### config.mk
export PLATFORM = sky130hd
export DESIGN_NAME = ps2_host_tx_flat
export DESIGN_NICKNAME = d
export VERILOG_FILES = /design/src/rtl/ps2_host_tx_if.sv /design/src/rtl/ps2_host_tx.sv /design/src/flat_wrapper.sv
export SDC_FILE = /design/constraint.sdc
export NUM_CORES = 1
export LEC_CHECK = 0
export ABC_AREA = 1
export CELL_PAD_IN_SITES_DETAIL_PLACEMENT = 1
export CELL_PAD_IN_SITES_GLOBAL_PLACEMENT = 1
export CORE_MARGIN = 2
export CORE_UTILIZATION = 44
export DETAILED_ROUTE_END_ITERATION = 16
export PLACE_DENSITY_LB_ADDON = 0.1
export SLEW_MARGIN = 20
export SYNTH_ARGS = -nofsm -noshare
export SYNTH_HDL_FRONTEND = slang
export SYNTH_SLANG_ARGS = --single-unit
### constraint.sdc
create_clock -name clk -period 1.95 [get_ports clk]
set_clock_uncertainty 0.05 [all_clocks]
set_input_delay 0.39 -clock clk [delete_from_list [all_inputs] [get_ports clk]]
set_output_delay 0.39 -clock clk [all_outputs]
set_load 0.01 [all_outputs]
### src/rtl/ps2_host_tx_if.sv
// Host-side command handshake for the PS/2 host transmitter: byte request in,
// busy/done/error status out.
interface ps2_host_tx_if;
    logic [7:0] tx_data;
    logic       tx_start;
    logic       tx_busy;
    logic       tx_done;
    logic       tx_err;
    logic [1:0] err_code;

    modport master (
        output tx_data, tx_start,
        input  tx_busy, tx_done, tx_err, err_code
    );

    modport slave (
        input  tx_data, tx_start,
        output tx_busy, tx_done, tx_err, err_code
    );
endinterface

### src/rtl/ps2_host_tx.sv
// PS/2 host-to-device byte transmitter driving open-drain clock/data through OE pins.
// Optional macro PS2_TX_RETRY_EN: retry a failed byte up to twice before reporting an error.
module ps2_host_tx #(
    parameter int INHIBIT_CYC = 10000,
    parameter int TIMEOUT_CYC = 2000000
) (
    input  logic          clk,
    input  logic          rst,
    ps2_host_tx_if.slave  bus,
    input  logic          ps2_clk_in,
    input  logic          ps2_data_in,
    output logic          ps2_clk_oe,
    output logic          ps2_data_oe
);
    localparam int MAX_CYC = (INHIBIT_CYC > TIMEOUT_CYC) ? INHIBIT_CYC : TIMEOUT_CYC;
    localparam int CW      = $clog2(MAX_CYC + 1);
    localparam logic [CW-1:0] INH_LAST = CW'(INHIBIT_CYC - 1);
    localparam logic [CW-1:0] INH_DATA = CW'(INHIBIT_CYC - 2);
    localparam logic [CW-1:0] TMO_LAST = CW'(TIMEOUT_CYC - 1);
    localparam logic [1:0] ERR_TIMEOUT = 2'b01;
    localparam logic [1:0] ERR_NOACK   = 2'b10;

    typedef enum logic [2:0] {
        S_IDLE, S_INHIBIT, S_START, S_DATA, S_ACK, S_RELEASE, S_DONE, S_ERR
    } state_e;

    state_e        state_q, state_d;
    logic [1:0]    clk_sync_q, data_sync_q;
    logic          clk_last_q;
    logic [CW-1:0] cnt_q, cnt_d;
    logic [3:0]    edge_q, edge_d;
    logic [7:0]    data_q, data_d;
    logic [9:0]    frame_q, frame_d;
    logic          clk_oe_q, clk_oe_d, data_oe_q, data_oe_d;
    logic          busy_q, busy_d, done_q, done_d, err_q, err_d;
    logic [1:0]    err_code_q, err_code_d;
    logic          clk_s, data_s, clk_fall, fail, can_retry;
    logic [1:0]    fail_code;

    // Stop bit, odd parity, then data; bit 0 goes out first.
    function automatic logic [9:0] build_frame(input logic [7:0] b);
        return {1'b1, ~^b, b};
    endfunction

    assign clk_s    = clk_sync_q[1];
    assign data_s   = data_sync_q[1];
    assign clk_fall = clk_last_q & ~clk_s;

`ifdef PS2_TX_RETRY_EN
    logic [1:0] retry_q, retry_d;
    assign can_retry = (retry_q != 2'd2);
`else
    assign can_retry = 1'b0;
`endif

    always_comb begin
        state_d    = state_q;
        cnt_d      = cnt_q + 1'b1;
        edge_d     = edge_q;
        data_d     = data_q;
        frame_d    = frame_q;
        clk_oe_d   = clk_oe_q;
        data_oe_d  = data_oe_q;
        busy_d     = busy_q;
        done_d     = 1'b0;
        err_d      = 1'b0;
        err_code_d = err_code_q;
        fail       = 1'b0;
        fail_code  = ERR_TIMEOUT;
`ifdef PS2_TX_RETRY_EN
        retry_d    = retry_q;
`endif
        case (state_q)
            S_IDLE: begin
                clk_oe_d  = 1'b0;
                data_oe_d = 1'b0;
                busy_d    = 1'b0;
                if (bus.tx_start) begin
                    state_d    = S_INHIBIT;
                    data_d     = bus.tx_data;
                    frame_d    = build_frame(bus.tx_data);
                    clk_oe_d   = 1'b1;
                    busy_d     = 1'b1;
                    err_code_d = 2'b00;
`ifdef PS2_TX_RETRY_EN
                    retry_d    = 2'd0;
`endif
                end
            end
            S_INHIBIT: begin
                // Start bit goes low one cycle before the clock is released.
                if (cnt_q == INH_DATA) data_oe_d = 1'b1;
                if (cnt_q == INH_LAST) begin
                    state_d   = S_START;
                    clk_oe_d  = 1'b0;
                    data_oe_d = 1'b1;
                end
            end
            S_START, S_DATA: begin
                if (clk_fall) begin
                    data_oe_d = ~frame_q[0];
                    frame_d   = {1'b1, frame_q[9:1]};
                    edge_d    = (state_q == S_START) ? 4'd1 : edge_q + 4'd1;
                    if (state_q == S_START) state_d = S_DATA;
                    else if (edge_q == 4'd9) state_d = S_ACK;
                end else if (cnt_q == TMO_LAST) begin
                    fail = 1'b1;
                end
            end
            S_ACK: begin
                data_oe_d = 1'b0;
                if (clk_fall) begin
                    if (!data_s) begin
                        state_d = S_RELEASE;
                    end else begin
                        fail      = 1'b1;
                        fail_code = ERR_NOACK;
                    end
                end else if (cnt_q == TMO_LAST) begin
                    fail = 1'b1;
                end
            end
            S_RELEASE: begin
                if (clk_s && data_s) begin
                    state_d = S_DONE;
                    done_d  = 1'b1;
                    busy_d  = 1'b0;
                end else if (cnt_q == TMO_LAST) begin
                    fail = 1'b1;
                end
            end
            S_DONE:  state_d = S_IDLE;
            S_ERR: begin
                state_d   = S_IDLE;
                clk_oe_d  = 1'b0;
                data_oe_d = 1'b0;
            end
            default: state_d = S_IDLE;
        endcase

        if (fail) begin
            if (can_retry) begin
                state_d   = S_INHIBIT;
                clk_oe_d  = 1'b1;
                data_oe_d = 1'b0;
                frame_d   = build_frame(data_q);
`ifdef PS2_TX_RETRY_EN
                retry_d   = retry_q + 2'd1;
`endif
            end else begin
                state_d    = S_ERR;
                err_d      = 1'b1;
                busy_d     = 1'b0;
                err_code_d = fail_code;
                clk_oe_d   = 1'b0;
                data_oe_d  = 1'b0;
            end
        end

        // Our own inhibit pulls the clock low, so that fall must not restart the inhibit count.
        if (state_d != state_q || (clk_fall && state_q != S_INHIBIT) ||
            state_q == S_IDLE || state_q == S_DONE || state_q == S_ERR) begin
            cnt_d = '0;
        end
    end

    always_ff @(posedge clk) begin
        clk_sync_q  <= {clk_sync_q[0], ps2_clk_in};
        data_sync_q <= {data_sync_q[0], ps2_data_in};
        clk_last_q  <= clk_s;
        data_q      <= data_d;
        frame_q     <= frame_d;
        if (!rst) begin
            state_q    <= S_IDLE;
            cnt_q      <= '0;
            edge_q     <= 4'd0;
            clk_oe_q   <= 1'b0;
            data_oe_q  <= 1'b0;
            busy_q     <= 1'b0;
            done_q     <= 1'b0;
            err_q      <= 1'b0;
            err_code_q <= 2'b00;
`ifdef PS2_TX_RETRY_EN
            retry_q    <= 2'd0;
`endif
        end else begin
            state_q    <= state_d;
            cnt_q      <= cnt_d;
            edge_q     <= edge_d;
            clk_oe_q   <= clk_oe_d;
            data_oe_q  <= data_oe_d;
            busy_q     <= busy_d;
            done_q     <= done_d;
            err_q      <= err_d;
            err_code_q <= err_code_d;
`ifdef PS2_TX_RETRY_EN
            retry_q    <= retry_d;
`endif
        end
    end

    assign ps2_clk_oe   = clk_oe_q;
    assign ps2_data_oe  = data_oe_q;
    assign bus.tx_busy  = busy_q;
    assign bus.tx_done  = done_q;
    assign bus.tx_err   = err_q;
    assign bus.err_code = err_code_q;
endmodule

### src/flat_wrapper.sv
// flat-port wrapper written by rule: the top's interface ports become plain ports
module ps2_host_tx_flat 
#(
    parameter int INHIBIT_CYC = 10000,
    parameter int TIMEOUT_CYC = 2000000
)
  (clk, rst, ps2_clk_in, ps2_data_in, ps2_clk_oe, ps2_data_oe, bus_tx_data, bus_tx_start, bus_tx_busy, bus_tx_done, bus_tx_err, bus_err_code);
  ps2_host_tx_if bus_i ();
  input  logic clk;
  input  logic rst;
  input  logic ps2_clk_in;
  input  logic ps2_data_in;
  output logic ps2_clk_oe;
  output logic ps2_data_oe;
  input wire logic [$bits(bus_i.tx_data)-1:0] bus_tx_data;
  input wire logic [$bits(bus_i.tx_start)-1:0] bus_tx_start;
  output wire logic [$bits(bus_i.tx_busy)-1:0] bus_tx_busy;
  output wire logic [$bits(bus_i.tx_done)-1:0] bus_tx_done;
  output wire logic [$bits(bus_i.tx_err)-1:0] bus_tx_err;
  output wire logic [$bits(bus_i.err_code)-1:0] bus_err_code;
  assign bus_i.tx_data = bus_tx_data;
  assign bus_i.tx_start = bus_tx_start;
  assign bus_tx_busy = bus_i.tx_busy;
  assign bus_tx_done = bus_i.tx_done;
  assign bus_tx_err = bus_i.tx_err;
  assign bus_err_code = bus_i.err_code;
  ps2_host_tx #(.INHIBIT_CYC(INHIBIT_CYC), .TIMEOUT_CYC(TIMEOUT_CYC)) u_core (.clk(clk), .rst(rst), .bus(bus_i), .ps2_clk_in(ps2_clk_in), .ps2_data_in(ps2_data_in), .ps2_clk_oe(ps2_clk_oe), .ps2_data_oe(ps2_data_oe));
endmodule
==> flow_summary.toml <==
[clock_tree]
clkSinkCount = 49
h-tree-depth = 2
cts-root-buf = "clkbuf_8"
cts_tree = "yes"
clockBufferDepth = 2
postCtsHoldBufs = 0
cts_made_buffers = 5
clkTransAtPathRegs_ns = 0.09
clock_latency_ns = 0.30

[place]
pre_cts_slack_ns = 0.0289
numPortBuffers = 19
dpl.hpwl_um = 4900
gp_congestion = 0.823
placedCellCount = 441

[die]
initial_utilization_pct = 45.9
die_h_um = 82.8
rows = 28
fp.coreArea_mm2 = 0.00596
dieWidth_um = 82.8
die_area_mm2 = 0.00685
ios = 20

[sta]
drv_slew = 0
relSlewSlack_pct = 75.3
hold_violations = 0
period_share_pct = 92.7
tightest_slew_ns = 0.368
finalWorstSetupSlack_ns = 0.143
rsz0062_at_grt = "no"
hold_ws_ns = 0.290
fmax_ghz = 0.553
setup_viol = 0
final.setup.tns_ns = 0
period_needed_ns = 1.81

[setup_path]
crit_path_max_incr_delay_ns = 0.38
endpoint_kind = "register"
path_cells = "ha_4 -> nand3_4 -> nor2_2 -> nand3_2 -> a21oi_2 -> nand3_1 -> nand2_1 -> nand2_2 -> buf_12 -> nor3_2"
criticalPathCategory = "register to register"
crit_buf_inv = 1
slowest_stage = "dfxtp_2"
critPathTopFamily = "simple AND/OR/NAND/NOR gates"
crit_arrival_ns = 1.99
cp_data_required_time_ns = 2.13
crit_path_start_kind = "register"
critPathMaxFanout = 21

[pwr]
p_per_area_mw_per_mm2 = 586
power_mw = 1.86
peakVddDrop_mv = 0.486
leakagePower_nw = 1.21

[synthesis]
synth-edff-count = 9
synthXorXnorAreaFrac_pct = 8.02
syn_area_per_cell_um2 = 7.89
synth_fa_ha_area_share_pct = 1.83
synth_compound_area_share_pct = 5.04
ys_ff_latch = 49
syn_nets = 363
ys_warn_count = 0
ys_types = 38
async_reset_ff_share_pct = 0
muxShareOfSynthArea_pct = 0
yosys_most_used_dff = "dfxtp_1"
synth_top_family_by_area = "simple AND/OR/NAND/NOR gates"
netlist_area_mm2 = 0.00273
ys_seq_area_share_pct = 39.2
synthCells = 346
synthSimpleGateAreaFrac_pct = 37.7

[detailed_routing]
wire_per_inst_um = 14.2
viasPerCell = 4.98
vias = 2241
final_antenna_net_count = 0
drt_iter0_markers = 61
wl_um = 6390
dr.pass1.iters = 4
drc = 0

[global_route]
antenna_found_initial = 0
track_usage_pct = 20.1
grt_pass1_wl_um = 10400
grt_max_degree = 22
grt_overflow_total = 0
grt_pass1_vias = 2164

[finish]
diodes = 0
nNetsFinal = 391
num-fill-cells = 770
drive_above_1_share_pct = 21.6
fin_cells = 450
area_growth_syn_to_layout_pct = 16.3

[flow_run]
cap_violations = 0

[outcome]
outcome = "finished clean"

[worst_hold_path]
min_path_type = "register to register"
==> final timing paths <==
path | cells after the start | to | slack [ns] | startpoint
hold reg to reg | 0 | u_core.data_sync_q[1] | 0.29 | u_core.data_sync_q[0]
setup / recovery | 10 | u_core.cnt_q[12] | 0.14 | u_core.cnt_q[1]
setup reg to reg | 10 | u_core.cnt_q[12] | 0.14 | u_core.cnt_q[1]
hold / removal | 0 | u_core.data_sync_q[1] | 0.29 | u_core.data_sync_q[0]
==> synthesized netlist by cell type, types with 2 or more instances <==
cell type,number,area [µm²]
a21oi_1,10,50.1
a21oi_2,2,17.5
a31oi_1,2,12.5
buf_4,2,15.0
buf_6,3,33.8
dfxtp_1,40,801
edfxtp_1,9,270
ha_1,4,50.1
inv_1,37,139
inv_2,9,33.8
nand2_1,82,308
nand2_2,8,50.1
nand3_1,15,75.1
nand3_2,3,30.0
nand3b_1,2,15.0
nand4_1,5,31.3
nor2_1,38,143
nor2_2,3,18.8
nor2_4,2,22.5
nor3_1,8,40.0
nor3_2,21,210
o21ai_0,2,10.0
xnor2_1,8,70.1
xor2_1,17,149
==> cell families (layout without fill, tap and decap cells) <==
group           Yosys count  after routing
simple gates            194            194
buf+inv                  52             81
flops                    49             49
compound gates           22             22
fa+ha+maj                 4              4
xor+xnor                 25             25
==> cell usage in the layout (no fill, tap or decap), types with 8 or more instances in the layout <==
cell	instances
inv_2	9
nand2_2	10
nand3_1	15
xnor2_1	8
edfxtp_1	9
clkdlybuf4s50_1	19
nor2_1	35
a21oi_1	10
inv_1	37
nand2_1	80
nor3_2	22
dfxtp_1	35
xor2_1	17
==> stage by stage <==
stage          area, µm²  util (%)
6_report            3180      53.3
5_1_grt             3180      53.3
4_1_cts             3130      52.6
3_5_place_dp        3040      51.1
3_3_place_gp        3040      51.1
2_1_floorplan       2730         -
==> power breakdown <==
part | internal (mW) | switching (mW) | leakage, nW
clock network | 0.252 | 0.364 | 0.0364
logic | 0.0768 | 0.0903 | 0.765
registers | 1.06 | 0.0151 | 0.413
total | 1.39 | 0.470 | 1.21
==> area by class of cell <==
| cell class | count | area, µm² | area share (%) |
|---|---|---|---|
| clock buffers | 5 | 68.8 | 2.17 |
| repair buffers | 27 | 275 | 8.67 |
| flip-flops and latches | 49 | 1080 | 33.9 |
| clock inverters | 3 | 22.5 | 0.709 |
| multi-input cells | 245 | 1470 | 46.1 |
| inverters | 46 | 173 | 5.44 |
| well taps | 75 | 93.8 | 2.96 |
==> timing repair <==
action,4_1_cts,5_1_grt
endpoints found under the setup margin,0,30
gates resized for setup,0,13
setup buffers,0,1
==> registers in the layout, summed over array words and instances (netlist names), 2 cells and up <==
register             flops
u_core.data_sync_q       2
u_core.frame_q           9
u_core.clk_sync_q        2
u_core.edge_q            4
u_core.bus.err_code      2
u_core.state_q           3
u_core.cnt_q            21
==> routing by layer <==
| layer | vias to the layer above | routed length [µm] | global-route usage [%] |
|---|---|---|---|
| li1 | 1161 | - | - |
| met1 | 1048 | 3270 | 28.1 |
| met2 | 25 | 2910 | 32.3 |
| met3 | 7 | 137 | 3.68 |
| met4 | 0 | 72 | 4.59 |
| met5 | - | 0 | 0 |
No activity file was read; power rests on OpenSTA's default activity.
